`src/rtl/spi_cmd_pkg.sv`:
```
// Shared definitions for the SPI command dispatcher.
// Contents: FSM state encoding, error codes, reg0 field positions,
// status-word bit positions and a helper that packs status word ro0.
package spi_cmd_pkg;

    typedef enum logic [1:0] {StIdle, StWait, StDone} cmdStateT;

    localparam logic [7:0] ERR_OK      = 8'd0;
    localparam logic [7:0] ERR_BADENG  = 8'd1;
    localparam logic [7:0] ERR_TIMEOUT = 8'd2;

    // Command word reg0 layout
    localparam int unsigned ENG_MSB = 31;
    localparam int unsigned ENG_LSB = 28;
    localparam int unsigned OP_MSB  = 27;
    localparam int unsigned OP_LSB  = 8;
    localparam int unsigned TAG_MSB = 7;
    localparam int unsigned TAG_LSB = 0;

    // Status word ro0 layout
    localparam int unsigned STS_TAG_LSB  = 0;
    localparam int unsigned STS_ERR_LSB  = 8;
    localparam int unsigned STS_BUSY_BIT = 16;
    localparam int unsigned STS_OVR_BIT  = 17;

    function automatic logic [31:0] packStatus(input logic [7:0] tag, input logic [7:0] err,
                                               input logic busy, input logic ovr);
        logic [31:0] w;
        w = '0;
        w[STS_TAG_LSB +: 8] = tag;
        w[STS_ERR_LSB +: 8] = err;
        w[STS_BUSY_BIT]     = busy;
        w[STS_OVR_BIT]      = ovr;
        return w;
    endfunction

endpackage

```
`src/rtl/spi_cmd_dispatch_if.sv`:
```
// Engine-side request/done bus of the command dispatcher.
// master: dispatcher (drives engReq/engOp/engArgs, receives engDone/engResult).
// slave:  engine array.
//   engReq    one-hot level request, at most one bit set
//   engOp     20-bit opcode/argument field of the latched command
//   engArgs   latched argument words {reg3, reg2, reg1}
//   engDone   per-engine single-cycle completion pulse
//   engResult per-engine 32-bit result, engine e at [32e+31:32e]
interface spi_cmd_dispatch_if #(
    parameter int unsigned nrEngines = 4
);
    logic [nrEngines-1:0]    engReq;
    logic [19:0]             engOp;
    logic [95:0]             engArgs;
    logic [nrEngines-1:0]    engDone;
    logic [nrEngines*32-1:0] engResult;

    modport master (output engReq, engOp, engArgs, input engDone, engResult);
    modport slave  (input engReq, engOp, engArgs, output engDone, engResult);
endinterface

```
`src/rtl/spi_cmd_timer.sv`:
```
// Elapsed-cycle counter for one dispatched command.
//   sysClk/usrReset  clock, synchronous active-high reset
//   clr              zero the count (new command accepted)
//   en               advance the count by one
//   count            elapsed cycles, saturating at 2^32-1
//   atTimeout        count has reached TIMEOUT-1
module spi_cmd_timer #(
    parameter int unsigned TIMEOUT = 4096
) (
    input  logic        sysClk,
    input  logic        usrReset,
    input  logic        clr,
    input  logic        en,
    output logic [31:0] count,
    output logic        atTimeout
);
    localparam logic [31:0] LastCount = 32'(TIMEOUT - 1);

    always_ff @(posedge sysClk) begin
        if (usrReset || clr) begin
            count <= '0;
        end else if (en && (count != '1)) begin
            count <= count + 32'd1;
        end
    end

    assign atTimeout = (count == LastCount);
endmodule

```
`src/rtl/spi_cmd_dispatch.sv`:
```
// Command scheduler between the SPI RW register block and nrEngines engines.
// A command is accepted when the tag byte of reg0 differs from the last accepted
// tag; it is dispatched over a req/done handshake with a timeout, and the outcome
// is reported in three status words.
//   sysClk/usrReset  clock, synchronous active-high reset
//   rwRegs1D         flattened host RW registers, word n at [32n+31:32n]
//   eng              engine bus (master side)
//   stsRegs1D        status {ro2 cycles, ro1 result, ro0 tag/err/busy/overrun}
module spi_cmd_dispatch
    import spi_cmd_pkg::*;
#(
    parameter int unsigned nrRWregs  = 4,
    parameter int unsigned nrEngines = 4,
    parameter int unsigned TIMEOUT   = 4096
) (
    input  logic                  sysClk,
    input  logic                  usrReset,
    input  logic [nrRWregs*32-1:0] rwRegs1D,
    spi_cmd_dispatch_if.master    eng,
    output logic [95:0]           stsRegs1D
);
    logic [31:0]          reg0;
    logic [3:0]           cmdEng;
    logic [7:0]           cmdTag;
    logic                 tagChanged, badEng, accept, doneSel, timerEn, atTimeout;
    logic [nrEngines-1:0] oneHot;
    logic [31:0]          selResult, elapsed, elapsedPlus1;

    cmdStateT             state;
    logic [7:0]           lastTag, errQ, pendErr, doneTagQ;
    logic [19:0]          opQ;
    logic [95:0]          argsQ;
    logic [nrEngines-1:0] reqQ;
    logic [31:0]          resultQ, pendResult, cyclesQ;
    logic                 busyQ, ovrQ;

    assign reg0       = rwRegs1D[31:0];
    assign cmdEng     = reg0[ENG_MSB:ENG_LSB];
    assign cmdTag     = reg0[TAG_MSB:TAG_LSB];
    assign tagChanged = (cmdTag != lastTag);
    assign badEng     = (32'(cmdEng) >= nrEngines);
    assign accept     = (state == StIdle) && tagChanged;

    // reqQ doubles as the engine select while waiting, so no id indexing is needed
    assign doneSel = |(eng.engDone & reqQ);

    always_comb begin
        oneHot    = '0;
        selResult = '0;
        for (int e = 0; e < int'(nrEngines); e++) begin
            oneHot[e] = (cmdEng == 4'(e));
            if (reqQ[e]) selResult = eng.engResult[32*e +: 32];
        end
    end

    // The count freezes on the finishing cycle; the report adds that cycle back
    assign timerEn      = (state == StWait) && !doneSel && !atTimeout;
    assign elapsedPlus1 = (elapsed == '1) ? elapsed : elapsed + 32'd1;

    spi_cmd_timer #(
        .TIMEOUT (TIMEOUT)
    ) uTimer (
        .sysClk    (sysClk),
        .usrReset  (usrReset),
        .clr       (accept),
        .en        (timerEn),
        .count     (elapsed),
        .atTimeout (atTimeout)
    );

    always_ff @(posedge sysClk) begin
        if (usrReset) begin
            state      <= StIdle;
            lastTag    <= '0;
            opQ        <= '0;
            argsQ      <= '0;
            reqQ       <= '0;
            pendErr    <= ERR_OK;
            pendResult <= '0;
            doneTagQ   <= '0;
            errQ       <= ERR_OK;
            resultQ    <= '0;
            cyclesQ    <= '0;
            busyQ      <= 1'b0;
            ovrQ       <= 1'b0;
        end else begin
            unique case (state)
                StIdle: begin
                    if (tagChanged) begin
                        opQ     <= reg0[OP_MSB:OP_LSB];
                        argsQ   <= rwRegs1D[127:32];
                        lastTag <= cmdTag;
                        busyQ   <= 1'b1;
                        ovrQ    <= 1'b0;
                        if (badEng) begin
                            pendErr    <= ERR_BADENG;
                            pendResult <= '0;
                            state      <= StDone;
                        end else begin
                            reqQ  <= oneHot;
                            state <= StWait;
                        end
                    end
                end
                StWait: begin
                    if (doneSel) begin
                        pendResult <= selResult;
                        pendErr    <= ERR_OK;
                        reqQ       <= '0;
                        state      <= StDone;
                    end else if (atTimeout) begin
                        pendResult <= '0;
                        pendErr    <= ERR_TIMEOUT;
                        reqQ       <= '0;
                        state      <= StDone;
                    end
                end
                StDone: begin
                    doneTagQ <= lastTag;
                    errQ     <= pendErr;
                    resultQ  <= pendResult;
                    cyclesQ  <= elapsedPlus1;
                    busyQ    <= 1'b0;
                    state    <= StIdle;
                end
                default: state <= StIdle;
            endcase
            // A newer tag while busy is flagged; IDLE picks up the latest one later
            if ((state != StIdle) && tagChanged) ovrQ <= 1'b1;
        end
    end

    assign eng.engReq  = reqQ;
    assign eng.engOp   = opQ;
    assign eng.engArgs = argsQ;
    assign stsRegs1D   = {cyclesQ, resultQ, packStatus(doneTagQ, errQ, busyQ, ovrQ)};
endmodule
```
`src/flat_wrapper.sv`:
```
// flat-port wrapper written by rule: the top's interface ports become plain ports
module spi_cmd_dispatch_flat import spi_cmd_pkg::*;
#(
    parameter int unsigned nrRWregs  = 4,
    parameter int unsigned nrEngines = 4,
    parameter int unsigned TIMEOUT   = 4096
)
  (sysClk, usrReset, rwRegs1D, stsRegs1D, eng_engReq, eng_engOp, eng_engArgs, eng_engDone, eng_engResult);
  spi_cmd_dispatch_if #(.nrEngines(nrEngines)) eng_i ();
  input  logic sysClk;
  input  logic usrReset;
  input  logic [nrRWregs*32-1:0] rwRegs1D;
  output logic [95:0] stsRegs1D;
  output wire logic [$bits(eng_i.engReq)-1:0] eng_engReq;
  output wire logic [$bits(eng_i.engOp)-1:0] eng_engOp;
  output wire logic [$bits(eng_i.engArgs)-1:0] eng_engArgs;
  input wire logic [$bits(eng_i.engDone)-1:0] eng_engDone;
  input wire logic [$bits(eng_i.engResult)-1:0] eng_engResult;
  assign eng_engReq = eng_i.engReq;
  assign eng_engOp = eng_i.engOp;
  assign eng_engArgs = eng_i.engArgs;
  assign eng_i.engDone = eng_engDone;
  assign eng_i.engResult = eng_engResult;
  spi_cmd_dispatch #(.nrRWregs(nrRWregs), .nrEngines(nrEngines), .TIMEOUT(TIMEOUT)) u_core (.sysClk(sysClk), .usrReset(usrReset), .rwRegs1D(rwRegs1D), .eng(eng_i), .stsRegs1D(stsRegs1D));
endmodule
```
`config.mk`:
```
export PLATFORM = sky130hd
export DESIGN_NAME = spi_cmd_dispatch_flat
export DESIGN_NICKNAME = d
export VERILOG_FILES = /design/src/rtl/spi_cmd_pkg.sv /design/src/rtl/spi_cmd_dispatch_if.sv /design/src/rtl/spi_cmd_timer.sv /design/src/rtl/spi_cmd_dispatch.sv /design/src/flat_wrapper.sv
export SDC_FILE = /design/constraint.sdc
export NUM_CORES = 1
export LEC_CHECK = 0
export ABC_AREA = 1
export CORE_AREA = 2 2 187 189
export CTS_BUF_LIST = sky130_fd_sc_hd__clkbuf_2
export DETAILED_ROUTE_END_ITERATION = 6
export DIE_AREA = 0 0 189 191
export PLACE_DENSITY = 0.76
export SYNTH_ARGS = -nofsm -noshare
export SYNTH_HDL_FRONTEND = slang
export SYNTH_HIERARCHICAL = 1
export SYNTH_SLANG_ARGS = --single-unit
```
`constraint.sdc`:
```
create_clock -name sysClk -period 2.7 [get_ports sysClk]
set_input_delay 0.405 -clock sysClk [delete_from_list [all_inputs] [get_ports sysClk]]
set_output_delay 0.405 -clock sysClk [all_outputs]
set_load 0.05 [all_outputs]
```
==> flow_summary_export.csv <==
group,metric,value,unit
logic_synthesis,netlist_instances,1915,
cells_and_area,syn_to_final_growth,44.9,%
floorplan,fp.dieW,189,um
sta,rsz0062_at_grt,"no",
sta,hold_ws,135,ps
cells_and_area,layout_commonest_cell,"nor2_1",
logic_synthesis,ys_ff_latch,272,
placement,hpwl,36800,um
worst_hold_path,hold_path_class,"in -> reg",
logic_synthesis,synth_edf_count,0,
logic_synthesis,yosysSeqAreaShare,0.420,
worst_hold_path,holdPathStages,3,
floorplan,num_io_pins,478,
logic_synthesis,syn-cell-area,12900,um2
pwr,leakagePower,7.71,nW
cells_and_area,nets,2664,
routing,num_vias,14700,
floorplan,die_h,191,um
routing,postRouteAntennaNets,0,
logic_synthesis,synthFlopType,"dfxtp_1",
job,maxCapViolCount,0,
worst_setup_path,crit_type,"reg -> reg",
clock_network,cts_sinks,272,
cells_and_area,nFillCells,3321,
sta,max_clock_freq,387,MHz
sta,worstMarginPinSlew,766,ps
clock_network,clockBufferDepth,3,
clock_network,numCtsBuffers,75,
worst_setup_path,ff2ff_path_depth,16,
routing,first_pass_iters,7,
worst_setup_path,cp_cell_sequence,"ha_1 > nand2_1 > nor2_2 > nand2_2 > nor4_1 > buf_4 > nand3b_4 > inv_1 > inv_1 > nor2_1 > nand2_1 > inv_1 > nand2_1 > inv_1 > a21oi_1 > nor2_1",
worst_setup_path,start_kind,"flip-flop",
floorplan,die-area,36100,um2
clock_network,cts_tree,"built",
grt,grt_pass1_vias,13700,
grt,grt-ovfl-total,0,
sta,period_needed,2580,ps
logic_synthesis,synth-warning-count,6,
worst_setup_path,rr_startpoint,"u_core/uTimer/count[0]",
worst_setup_path,path_max_fanout,4,
worst_setup_path,critical_path.top_delay_family,"simple AND/OR/NAND/NOR gates",
routing,wirelength,49400,um
cells_and_area,drive_gt1_frac,0.0980,
clock_network,cts_setup_buffers,0,
worst_hold_path,hold_end,"u_core/eng.engArgs[10]",
worst_setup_path,cpMostUsedCell,"inv_1",
routing,wl_per_cell,16.9,um
worst_setup_path,reg2reg_setup_slack,120,ps
worst_setup_path,path_buf_inv,5,
clock_network,root_buffer,"clkbuf_2",
clock_network,clock_latency,880,ps
worst_setup_path,crit_slowest_cell,"nor4_1",
sta,fin_skew,67.7,ps
run_status,status,"complete, no violations",
sta,finalHoldViolations,0,
grt,grt_pass1_wl,74000,um
logic_synthesis,synthArstFlopShare,0,
worst_setup_path,crit_arrival,3300,ps
placement,gp_congestion,0.948,
sta,finalCritPeriodShare,0.957,
placement,numPortBuffers,457,
cells_and_area,final_cell_mix,"nor2_1 (534), clkdlybuf4s50_1 (452), nand2_1 (290)",
grt,grt_max_degree,91,
worst_setup_path,required,3420,ps
routing,viasPerCell,5.04,
clock_network,clkTransAtPathRegs,100,ps
pwr,max-vdd-ir-drop,0.000309,V
logic_synthesis,avgSynthCellArea,6.76,um2
sta,slew-limit-headroom,0.489,
grt,antenna_found_initial,8,
sta,finalMaxSlewViolations,0,
grt,track_usage,0.259,
sta,tns,0,ps
routing,initialDrtViolationCount,1158,
floorplan,num_rows,68,
logic_synthesis,synth_cell_types,43,
worst_setup_path,cpPeakStageDelay,420,ps
worst_setup_path,endpoint_kind,"flip-flop",
floorplan,core,34100,um2
worst_hold_path,hp-start,"rwRegs1D[42]",
pwr,power_density,622,nW/um2
sta,finalSetupViolCount,0,
routing,drc_errors,0,
worst_setup_path,critPathLaunch,"u_core/uTimer/count[0]",
clock_network,cts.htree.levels,3,
floorplan,start_util,0.380,
worst_setup_path,r2r_end,"u_core/uTimer/count[12]",
-- cell type report --
class | instances | area [um2] | share of cell area
Timing Repair Buffer | 523 | 5150 | 0.274
Sequential cell | 272 | 5450 | 0.290
Tap cell | 455 | 569 | 0.0303
Inverter | 109 | 415 | 0.0221
Clock buffer | 110 | 551 | 0.0293
Antenna cell | 8 | 20.0 | 0.00107
Clock inverter | 25 | 191 | 0.0102
Multi-Input combinational cell | 1419 | 6430 | 0.343
-- flip-flops by register name, indices dropped and copies added, names as in the netlist, 2 cells and up --
name	cells
u_core/eng.engArgs	96
u_core/cyclesQ	32
u_core/pendResult	32
u_core/resultQ	32
u_core/uTimer/count	32
u_core/eng.engOp	20
u_core/doneTagQ	8
u_core/lastTag	8
u_core/eng.engReq	4
u_core/errQ	2
u_core/pendErr	2
u_core/state	2
-- worst max-delay path by stage --
stage,slack (ps),endpoint,cells past startpoint
final,120,u_core/uTimer/count[12],16
after CTS,60,stsRegs1D[50],1
after detailed placement,230,u_core/uTimer/count[22],14
after global routing,6,eng_engReq[1],2
after floorplan,330,u_core/uTimer/count[10],15
after global placement,240,u_core/uTimer/count[22],14
-- synthesized netlist by cell type, types with 2 or more instances --
cell type / instances / area share
nor2_1: 534 / 0.15
nand2_1: 290 / 0.084
dfxtp_1: 272 / 0.42
o21ai_0: 220 / 0.085
a21oi_1: 114 / 0.044
inv_1: 96 / 0.028
nand3_1: 75 / 0.029
clkbuf_1: 56 / 0.016
buf_4: 34 / 0.020
buf_2: 33 / 0.013
nor3_1: 30 / 0.012
nand4_1: 23 / 0.011
a22oi_1: 15 / 0.0087
o21ai_1: 14 / 0.0054
inv_2: 12 / 0.0035
o31ai_1: 11 / 0.0064
buf_6: 9 / 0.0078
nand3b_1: 8 / 0.0046
nand3_2: 7 / 0.0054
xnor2_1: 7 / 0.0047
a31oi_1: 6 / 0.0029
nand2_2: 6 / 0.0029
nor2_2: 6 / 0.0029
nor2_4: 5 / 0.0043
o211ai_1: 4 / 0.0023
or2_2: 4 / 0.0019
ha_1: 2 / 0.0019
nand3_4: 2 / 0.0027
nand3b_4: 2 / 0.0031
nor3_2: 2 / 0.0015
nor4_1: 2 / 0.00097
o21ai_2: 2 / 0.0014
xor2_1: 2 / 0.0014
-- worst min-delay path, cell delays in order --
cell and delay [ps]:
clkdlybuf4s50_1 390, o21ai_0 150, nor2_1 40
-- metrics by stage --
step	cell area (um2)	instances	util	worst slack [ps]	power (W)
2_1_floorplan	13000	1934	-	334	0.00713
3_3_place_gp	18000	2777	0.528	238	0.00855
3_5_place_dp	18000	2777	0.528	232	0.00861
4_1_cts	18800	2913	0.550	59.4	0.0118
5_1_grt	18800	2921	0.550	6.10	0.0123
6_report	18800	2921	0.550	116	0.0117
-- layer usage --
| metal | track usage | share of wire | up-vias |
|---|---|---|---|
| li1 | - | - | 7188 |
| met1 | 0.315 | 0.40 | 6786 |
| met2 | 0.425 | 0.48 | 616 |
| met3 | 0.0576 | 0.072 | 120 |
| met4 | 0.147 | 0.047 | 0 |
| met5 | 0 | 0 | - |
-- cell families (layout without fill, tap and decap cells) --
family | Yosys count | count (layout) | synth area share
and+or+nand+nor | 1001 | 1001 | 0.326
adders and majority gates | 2 | 2 | 0.00193
xor gates and xnor gates | 9 | 9 | 0.00609
other | 1 | 28 | 0.000290
buffers and inverters | 243 | 767 | 0.0889
AOI/OAI and AO/OA | 387 | 387 | 0.157
DFF | 272 | 272 | 0.420
-- power breakdown --
| group | switching, W | leakage, nW | internal (W) | total (W) |
|---|---|---|---|---|
| Sequential | 0.000203 | 2.24 | 0.00439 | 0.00460 |
| Combinational | 0.00259 | 4.92 | 0.00135 | 0.00394 |
| Clock | 0.00176 | 0.547 | 0.00139 | 0.00315 |
-- timing repair --
item / CTS / global route
gates resized for setup: 3 / 0
hold buffers: 1 / 0
endpoints found under the hold margin: 5 / 0
endpoints found under the setup margin: 3 / 0
(Power assumes the default switching activity.)
